==> src/rtl/mem_access_stage.sv <==
// RV32I MEM stage: drives the data-memory req/ack bus, aligns load/store lanes and registers MEM/WB.
// Latency 1 cycle after ack (or after entry for non-memory ops); o_stall freezes upstream while ack is pending.
module mem_access_stage #(
    parameter int unsigned TIMEOUT = 16
) (
    input  logic        clk,
    input  logic        resetn,
    input  logic        i_mem_reg_write,
    input  logic        i_mem_mem_write,
    input  logic        i_mem_lsb,
    input  logic        i_mem_lsh,
    input  logic        i_mem_load_signext,
    input  logic [31:0] i_mem_data_mem,
    input  logic [31:0] i_mem_pc4,
    input  logic [31:0] i_mem_data_ex_wb,
    input  logic [4:0]  i_mem_rd,
    input  logic [1:0]  i_mem_select_data_wb,
    output logic        o_dmem_req,
    output logic        o_dmem_we,
    output logic [31:0] o_dmem_addr,
    output logic [3:0]  o_dmem_be,
    output logic [31:0] o_dmem_wdata,
    input  logic        i_dmem_ack,
    input  logic [31:0] i_dmem_rdata,
    output logic        o_stall,
    output logic        o_wb_reg_write,
    output logic [4:0]  o_wb_rd,
    output logic [31:0] o_wb_data,
    output logic        o_misalign,
    output logic        o_bus_err
);
    localparam logic [7:0] TMO = 8'(TIMEOUT);

    typedef enum logic {IDLE, WAIT} state_t;

    state_t      state, state_nxt;
    logic [7:0]  cnt, cnt_nxt;
    logic        drop_q, drop_nxt;
    logic        req;

    logic        is_load, mem_op, sz_byte, sz_half, misalign, rd_ok;
    logic [1:0]  ofs;
    logic [31:0] shifted, load_data, alu_or_pc;

    logic        wb_we_nxt, mis_nxt, berr_nxt;
    logic [4:0]  wb_rd_nxt;
    logic [31:0] wb_data_nxt;

    assign ofs       = i_mem_data_ex_wb[1:0];
    assign is_load   = (i_mem_select_data_wb == 2'b01);
    assign mem_op    = i_mem_mem_write | is_load;
    assign sz_byte   = i_mem_lsb;
    assign sz_half   = i_mem_lsh & ~i_mem_lsb;
    assign misalign  = mem_op & ((sz_half & ofs[0]) | (~sz_byte & ~sz_half & (ofs != 2'b00)));
    assign rd_ok     = i_mem_reg_write & (i_mem_rd != 5'd0);
    assign alu_or_pc = (i_mem_select_data_wb == 2'b10) ? i_mem_pc4 : i_mem_data_ex_wb;

    // Request fields come straight from EX/MEM; they stay stable because upstream is frozen while waiting.
    assign o_dmem_we   = i_mem_mem_write;
    assign o_dmem_addr = {i_mem_data_ex_wb[31:2], 2'b00};

    always_comb begin
        o_dmem_be    = 4'b1111;
        o_dmem_wdata = i_mem_data_mem;
        if (sz_byte) begin
            o_dmem_be    = 4'b0001 << ofs;
            o_dmem_wdata = {4{i_mem_data_mem[7:0]}};
        end else if (sz_half) begin
            o_dmem_be    = ofs[1] ? 4'b1100 : 4'b0011;
            o_dmem_wdata = {2{i_mem_data_mem[15:0]}};
        end
    end

    always_comb begin
        shifted   = i_dmem_rdata;
        load_data = i_dmem_rdata;
        if (sz_byte) begin
            shifted   = i_dmem_rdata >> {ofs, 3'b000};
            load_data = {{24{i_mem_load_signext & shifted[7]}}, shifted[7:0]};
        end else if (sz_half) begin
            shifted   = i_dmem_rdata >> {ofs[1], 4'b0000};
            load_data = {{16{i_mem_load_signext & shifted[15]}}, shifted[15:0]};
        end
    end

    always_comb begin
        state_nxt   = state;
        cnt_nxt     = cnt;
        drop_nxt    = 1'b0;
        req         = 1'b0;
        wb_we_nxt   = 1'b0;
        wb_rd_nxt   = i_mem_rd;
        wb_data_nxt = alu_or_pc;
        mis_nxt     = 1'b0;
        berr_nxt    = 1'b0;
        if (state == IDLE) begin
            // drop_q marks the cycle after a timeout: the aborted op is still presented and must be skipped.
            if (drop_q) begin
                wb_we_nxt = 1'b0;
            end else if (!mem_op) begin
                wb_we_nxt = rd_ok;
            end else if (misalign) begin
                mis_nxt = 1'b1;
            end else begin
                req = 1'b1;
                if (i_dmem_ack) begin
                    wb_we_nxt   = rd_ok & ~i_mem_mem_write;
                    wb_data_nxt = load_data;
                end else begin
                    state_nxt = WAIT;
                    cnt_nxt   = 8'd1;
                end
            end
        end else begin
            req = 1'b1;
            if (i_dmem_ack) begin
                wb_we_nxt   = rd_ok & ~i_mem_mem_write;
                wb_data_nxt = load_data;
                state_nxt   = IDLE;
                cnt_nxt     = 8'd0;
            end else if (cnt == TMO) begin
                berr_nxt  = 1'b1;
                drop_nxt  = 1'b1;
                state_nxt = IDLE;
                cnt_nxt   = 8'd0;
            end else if (cnt != 8'hFF) begin
                cnt_nxt = cnt + 8'd1;
            end
        end
    end

    assign o_dmem_req = resetn & req;
    assign o_stall    = resetn & req & ~i_dmem_ack;

    always_ff @(posedge clk or negedge resetn) begin
        if (!resetn) begin
            state          <= IDLE;
            cnt            <= 8'd0;
            drop_q         <= 1'b0;
            o_wb_reg_write <= 1'b0;
            o_wb_rd        <= 5'd0;
            o_wb_data      <= 32'd0;
            o_misalign     <= 1'b0;
            o_bus_err      <= 1'b0;
        end else begin
            state          <= state_nxt;
            cnt            <= cnt_nxt;
            drop_q         <= drop_nxt;
            o_wb_reg_write <= wb_we_nxt;
            o_wb_rd        <= wb_rd_nxt;
            o_wb_data      <= wb_data_nxt;
            o_misalign     <= mis_nxt;
            o_bus_err      <= berr_nxt;
        end
    end
endmodule

==> config.mk <==
export PLATFORM = sky130hd
export DESIGN_NAME = mem_access_stage
export DESIGN_NICKNAME = d
export VERILOG_FILES = /design/src/rtl/mem_access_stage.sv
export SDC_FILE = /design/constraint.sdc
export NUM_CORES = 1
export LEC_CHECK = 0
export ABC_AREA = 1
export CAP_MARGIN = 20
export CORE_ASPECT_RATIO = 0.7
export CORE_MARGIN = 3
export CORE_UTILIZATION = 25
export CTS_CLUSTER_DIAMETER = 120
export CTS_CLUSTER_SIZE = 24
export DETAILED_ROUTE_END_ITERATION = 16
export SYNTH_ARGS = -nofsm -noshare
export SYNTH_HDL_FRONTEND = slang
export SYNTH_SLANG_ARGS = --single-unit
export TNS_END_PERCENT = 5
==> constraint.sdc <==
create_clock -name clk -period 1.25 [get_ports clk]
set_input_delay 0.125 -clock clk [delete_from_list [all_inputs] [get_ports clk]]
set_output_delay 0.125 -clock clk [all_outputs]
set_load 0.005 [all_outputs]
==> metrics.txt, run 1 <==
Yosys reg bits=49; number of DRC markers after the initial detailed-route iteration=343; count of H-tree levels built during CTS=2; Max IR drop VDD=0.504 mV; measured slew at the worst slew-check pin=643 ps; adder-cell area share of the yosys netlist=0.00602; placeable core region=between 15000 and 20000 sq um; simple logic cell fraction of the synthesized area=0.440; Vias/cell=roughly 4.4; total global routing track utilization=0.190; total wire length after detailed routing=roughly 18000 um; start-to-end type of the worst setup path=flip-flop to flip-flop; post-placement worst setup slack=-636 ps; Achievable Freq=667 MHz; Post-Route Utilization=0.480; count of nets left with antenna violations after detail routing=0; clock network fraction of total power=0.261; element type at the critical path end=flip-flop; number of cells traversed by the worst register-to-register path=8; distinct cell type count of the synthesized netlist=34; count of port buffers added during placement=251; Mean Syn Cell Area=6.15 sq um; violated checks=negative setup slack; net switching power of the design=between 0.0015 and 0.002 W; Hold WC Path Type=input port to async pin; I/O pin count=254; compound-gate portion of the synthesized area=0.0855; max capacitance violation total=0; count of antenna diodes in the layout=0; launch point of the worst path=cnt[0]$_DFFE_PN0P_; worst-skew pair later-pin latency=290 ps; xor and xnor fraction of the mapped netlist area=0.00211; Num CTS Buffers=5; total count of max-transition violations in the final report=0; run status=finished, violations left; clock edge transition at the registers on the reported setup and hold paths=70 ps; register-to-register setup slack=-250 ps; clock tree from TritonCTS=done; global-route wire length before repair=27800 um; die extent in y=114 um; DRC violation count after routing=0; final worst path period need=roughly 1500 ps; Crit-path slowest cell=sky130_fd_sc_hd__dfrtp_1; cell area after synthesis=approximately 4200 sq um; CP required=1440 ps; vias in the first global route=5130; critical path cell sequence=ha_2 -> nand2_2 -> nor2_4 -> nand2_2 -> o21ai_4 -> nand2_4 -> nand2_1 -> nand2_1; die extent in x=160 um; number of setup violations in the final report=44; effective utilization at floorplan=0.262; signed area change from the synthesized netlist to the final layout=83.6%; aggregate global routing overflow=0; pin count of the biggest net entering global routing=50; Max Root-Sink Buffers=2; layout net count=1113; worst-case clock skew=between 4 and 5 ps; endpoint arrival time on the critical path=around 1700 ps; crit-path max FO=7; CTS Sinks=49; setup repair after global routing missed its margin=true; First-pass DRT Iterations=5; register share of total power=0.303; Rows=38; relative slew slack=0.571; Root Buffer=sky130_fd_sc_hd__clkbuf_16; final worst slack=-249 ps; overall power of the completed layout=0.00612 W; leakage power total=4.15 nW; max incr delay on CP=370 ps; wire length per cell=15.3 um; Critical Path Sink=cnt[7]$_DFFE_PN0P_; fraction of synthesized area in multiplexers=0.0190; Switching Share=0.314; count of mapped cells out of synthesis=between 600 and 700; # hold bufs at CTS=0; combinational share of power=0.436; Worst R2R Start=cnt[0]$_DFFE_PN0P_; detailed placement HPWL=14600 um; startpoint kind of the worst setup timing path=flip-flop; end of the worst register-to-register path=cnt[7]$_DFFE_PN0P_; floorplan die area=between 15000 and 20000 sq um; areal power density over the cells=802 nW/um^2; Warnings, synthesis=0; dominant combinational cell family by area after synthesis=simple AND/OR/NAND/NOR gates; gp weighted congestion=0.890; portion of the post-synthesis area used by sequential elements=0.295; antenna violations before repair=0; via total after detailed routing=~5300; portion of the clock cycle consumed by the worst path in the final layout=1.20; cell-internal power=0.00420 W; share of final-layout standard cells stronger than drive strength 1=0.211; final-report hold violation count=0
## layer usage
metal | up-vias | track usage | routed length, um
met5 | - | 0 | 0
met4 | 0 | 0.0179 | 95
met2 | 177 | 0.301 | 8100
met1 | 2417 | 0.273 | 8710
li1 | 2682 | - | -
met3 | 9 | 0.0465 | 1280
## critical path, delay by kind of cell, from the launching register on
kind,cells,cell delay [ps]
simple gates,6,590
fa+ha+maj,1,200
compound gates,1,240
flops,1,370
## power by group through the flow
stage,Clock (W),Combinational (W),Sequential [W]
floorplan,0,0.00100,0.00192
global placement,0,0.00271,0.00189
detailed placement,0,0.00271,0.00189
CTS,0.00163,0.00263,0.00186
global route,0.00170,0.00292,0.00187
finish,0.00160,0.00267,0.00185
## logic make-up after synthesis
family / after synthesis
AO/OA/AOI/OAI: 60
XOR/XNOR: 1
adder cells (fa/ha/maj): 2
buffers and inverters: 112
flip-flops: 49
multiplexers: 7
other: 1
AND/OR/NAND/NOR: 444
## cell type report
class	count	area, sq um
Multi-Input combinational cell	516	2440
Tap cell	220	275
Timing Repair Buffer	357	3360
Sequential cell	49	1230
Inverter	39	154
Clock inverter	1	30.0
Fill cell	1657	8250
Clock buffer	7	143
## repair_timing
item,4_1_cts,5_1_grt
pin swaps,8,11
setup endpoints to repair,120,89
setup buffers,7,1
cloned,1,0
resized for setup,161,74
## flip-flops by register name, summed over array words and instances, names as in the netlist
signal	count
cnt	8
drop_q	1
o_misalign	1
o_wb_data	32
o_wb_rd	5
o_wb_reg_write	1
state	1
## cells in the mapped netlist
library cell,count,area share
sky130_fd_sc_hd__buf_2,10,0.012
sky130_fd_sc_hd__clkbuf_1,9,0.0081
sky130_fd_sc_hd__nand2_2,4,0.0060
sky130_fd_sc_hd__a21boi_0,1,0.0018
sky130_fd_sc_hd__nor3_1,6,0.0072
sky130_fd_sc_hd__nand3_1,52,0.063
sky130_fd_sc_hd__ha_1,2,0.0060
sky130_fd_sc_hd__nand4_1,6,0.0090
sky130_fd_sc_hd__inv_2,7,0.0063
sky130_fd_sc_hd__a22oi_1,2,0.0036
sky130_fd_sc_hd__or2_2,2,0.0030
sky130_fd_sc_hd__o211ai_1,5,0.0090
sky130_fd_sc_hd__buf_1,6,0.0054
sky130_fd_sc_hd__o21bai_1,1,0.0018
sky130_fd_sc_hd__buf_6,4,0.011
sky130_fd_sc_hd__nand2_1,278,0.25
sky130_fd_sc_hd__nor2_4,2,0.0054
sky130_fd_sc_hd__nor2_2,1,0.0015
sky130_fd_sc_hd__conb_1,1,0.00090
sky130_fd_sc_hd__mux2_2,7,0.019
sky130_fd_sc_hd__o21ai_4,1,0.0039
sky130_fd_sc_hd__nor2_1,87,0.079
sky130_fd_sc_hd__o21ai_0,5,0.0060
sky130_fd_sc_hd__dfrtp_1,49,0.30
sky130_fd_sc_hd__a21oi_4,1,0.0039
sky130_fd_sc_hd__inv_1,32,0.029
sky130_fd_sc_hd__nand4_2,1,0.0030
sky130_fd_sc_hd__a21oi_1,34,0.041
sky130_fd_sc_hd__nand3_2,3,0.0072
sky130_fd_sc_hd__xnor2_1,1,0.0021
sky130_fd_sc_hd__nand2_4,2,0.0054
sky130_fd_sc_hd__o21ai_1,2,0.0024
sky130_fd_sc_hd__buf_4,44,0.079
sky130_fd_sc_hd__a31oi_1,8,0.012
## placed cells by master (no fill, tap or decap), drive strengths merged, types with 7 or more instances in the layout
master	n
a21oi	35
buf	121
o21ai	8
nand3	55
nand2	284
clkbuf	12
dlymetal6s2s	29
nand4	7
dlygate4sd2	61
nor2	90
dfrtp	49
mux2	7
a31oi	8
clkdlybuf4s50	138
inv	39
## how the worst min path moves through the flow
stage / cells after the start / slack [ps] / end
2_1_floorplan: 0 / -170 / cnt[0]$_DFFE_PN0P_
3_3_place_gp: 2 / 360 / o_wb_rd[2]$_DFF_PN0_
3_5_place_dp: 2 / 360 / o_wb_data[11]$_DFF_PN0_
4_1_cts: 2 / 70 / o_wb_data[11]$_DFF_PN0_
5_1_grt: 2 / 110 / o_wb_data[11]$_DFF_PN0_
6_report: 2 / 50 / o_wb_data[16]$_DFF_PN0_
## stage by stage
step           TNS, ps  instance area, sq um  hold WS, ps  instances
2_1_floorplan     -814                  4160         -171        677
3_3_place_gp    -37410                  7260          362       1172
3_5_place_dp    -38380                  7260          356       1172
4_1_cts          -6690                  7460         73.4       1188
5_1_grt          -9800                  7630          108       1189
6_report         -6830                  7630         45.9       1189
(Power assumes the default switching activity.)
==> inputs of run 2 (changes only) <==
Settings changed: CTS_CLUSTER_SIZE 24 to 8, SLEW_MARGIN set to 40.
==> results of run 2 <==
No change in the layout: final DEF, timing and power equal those of run 1.
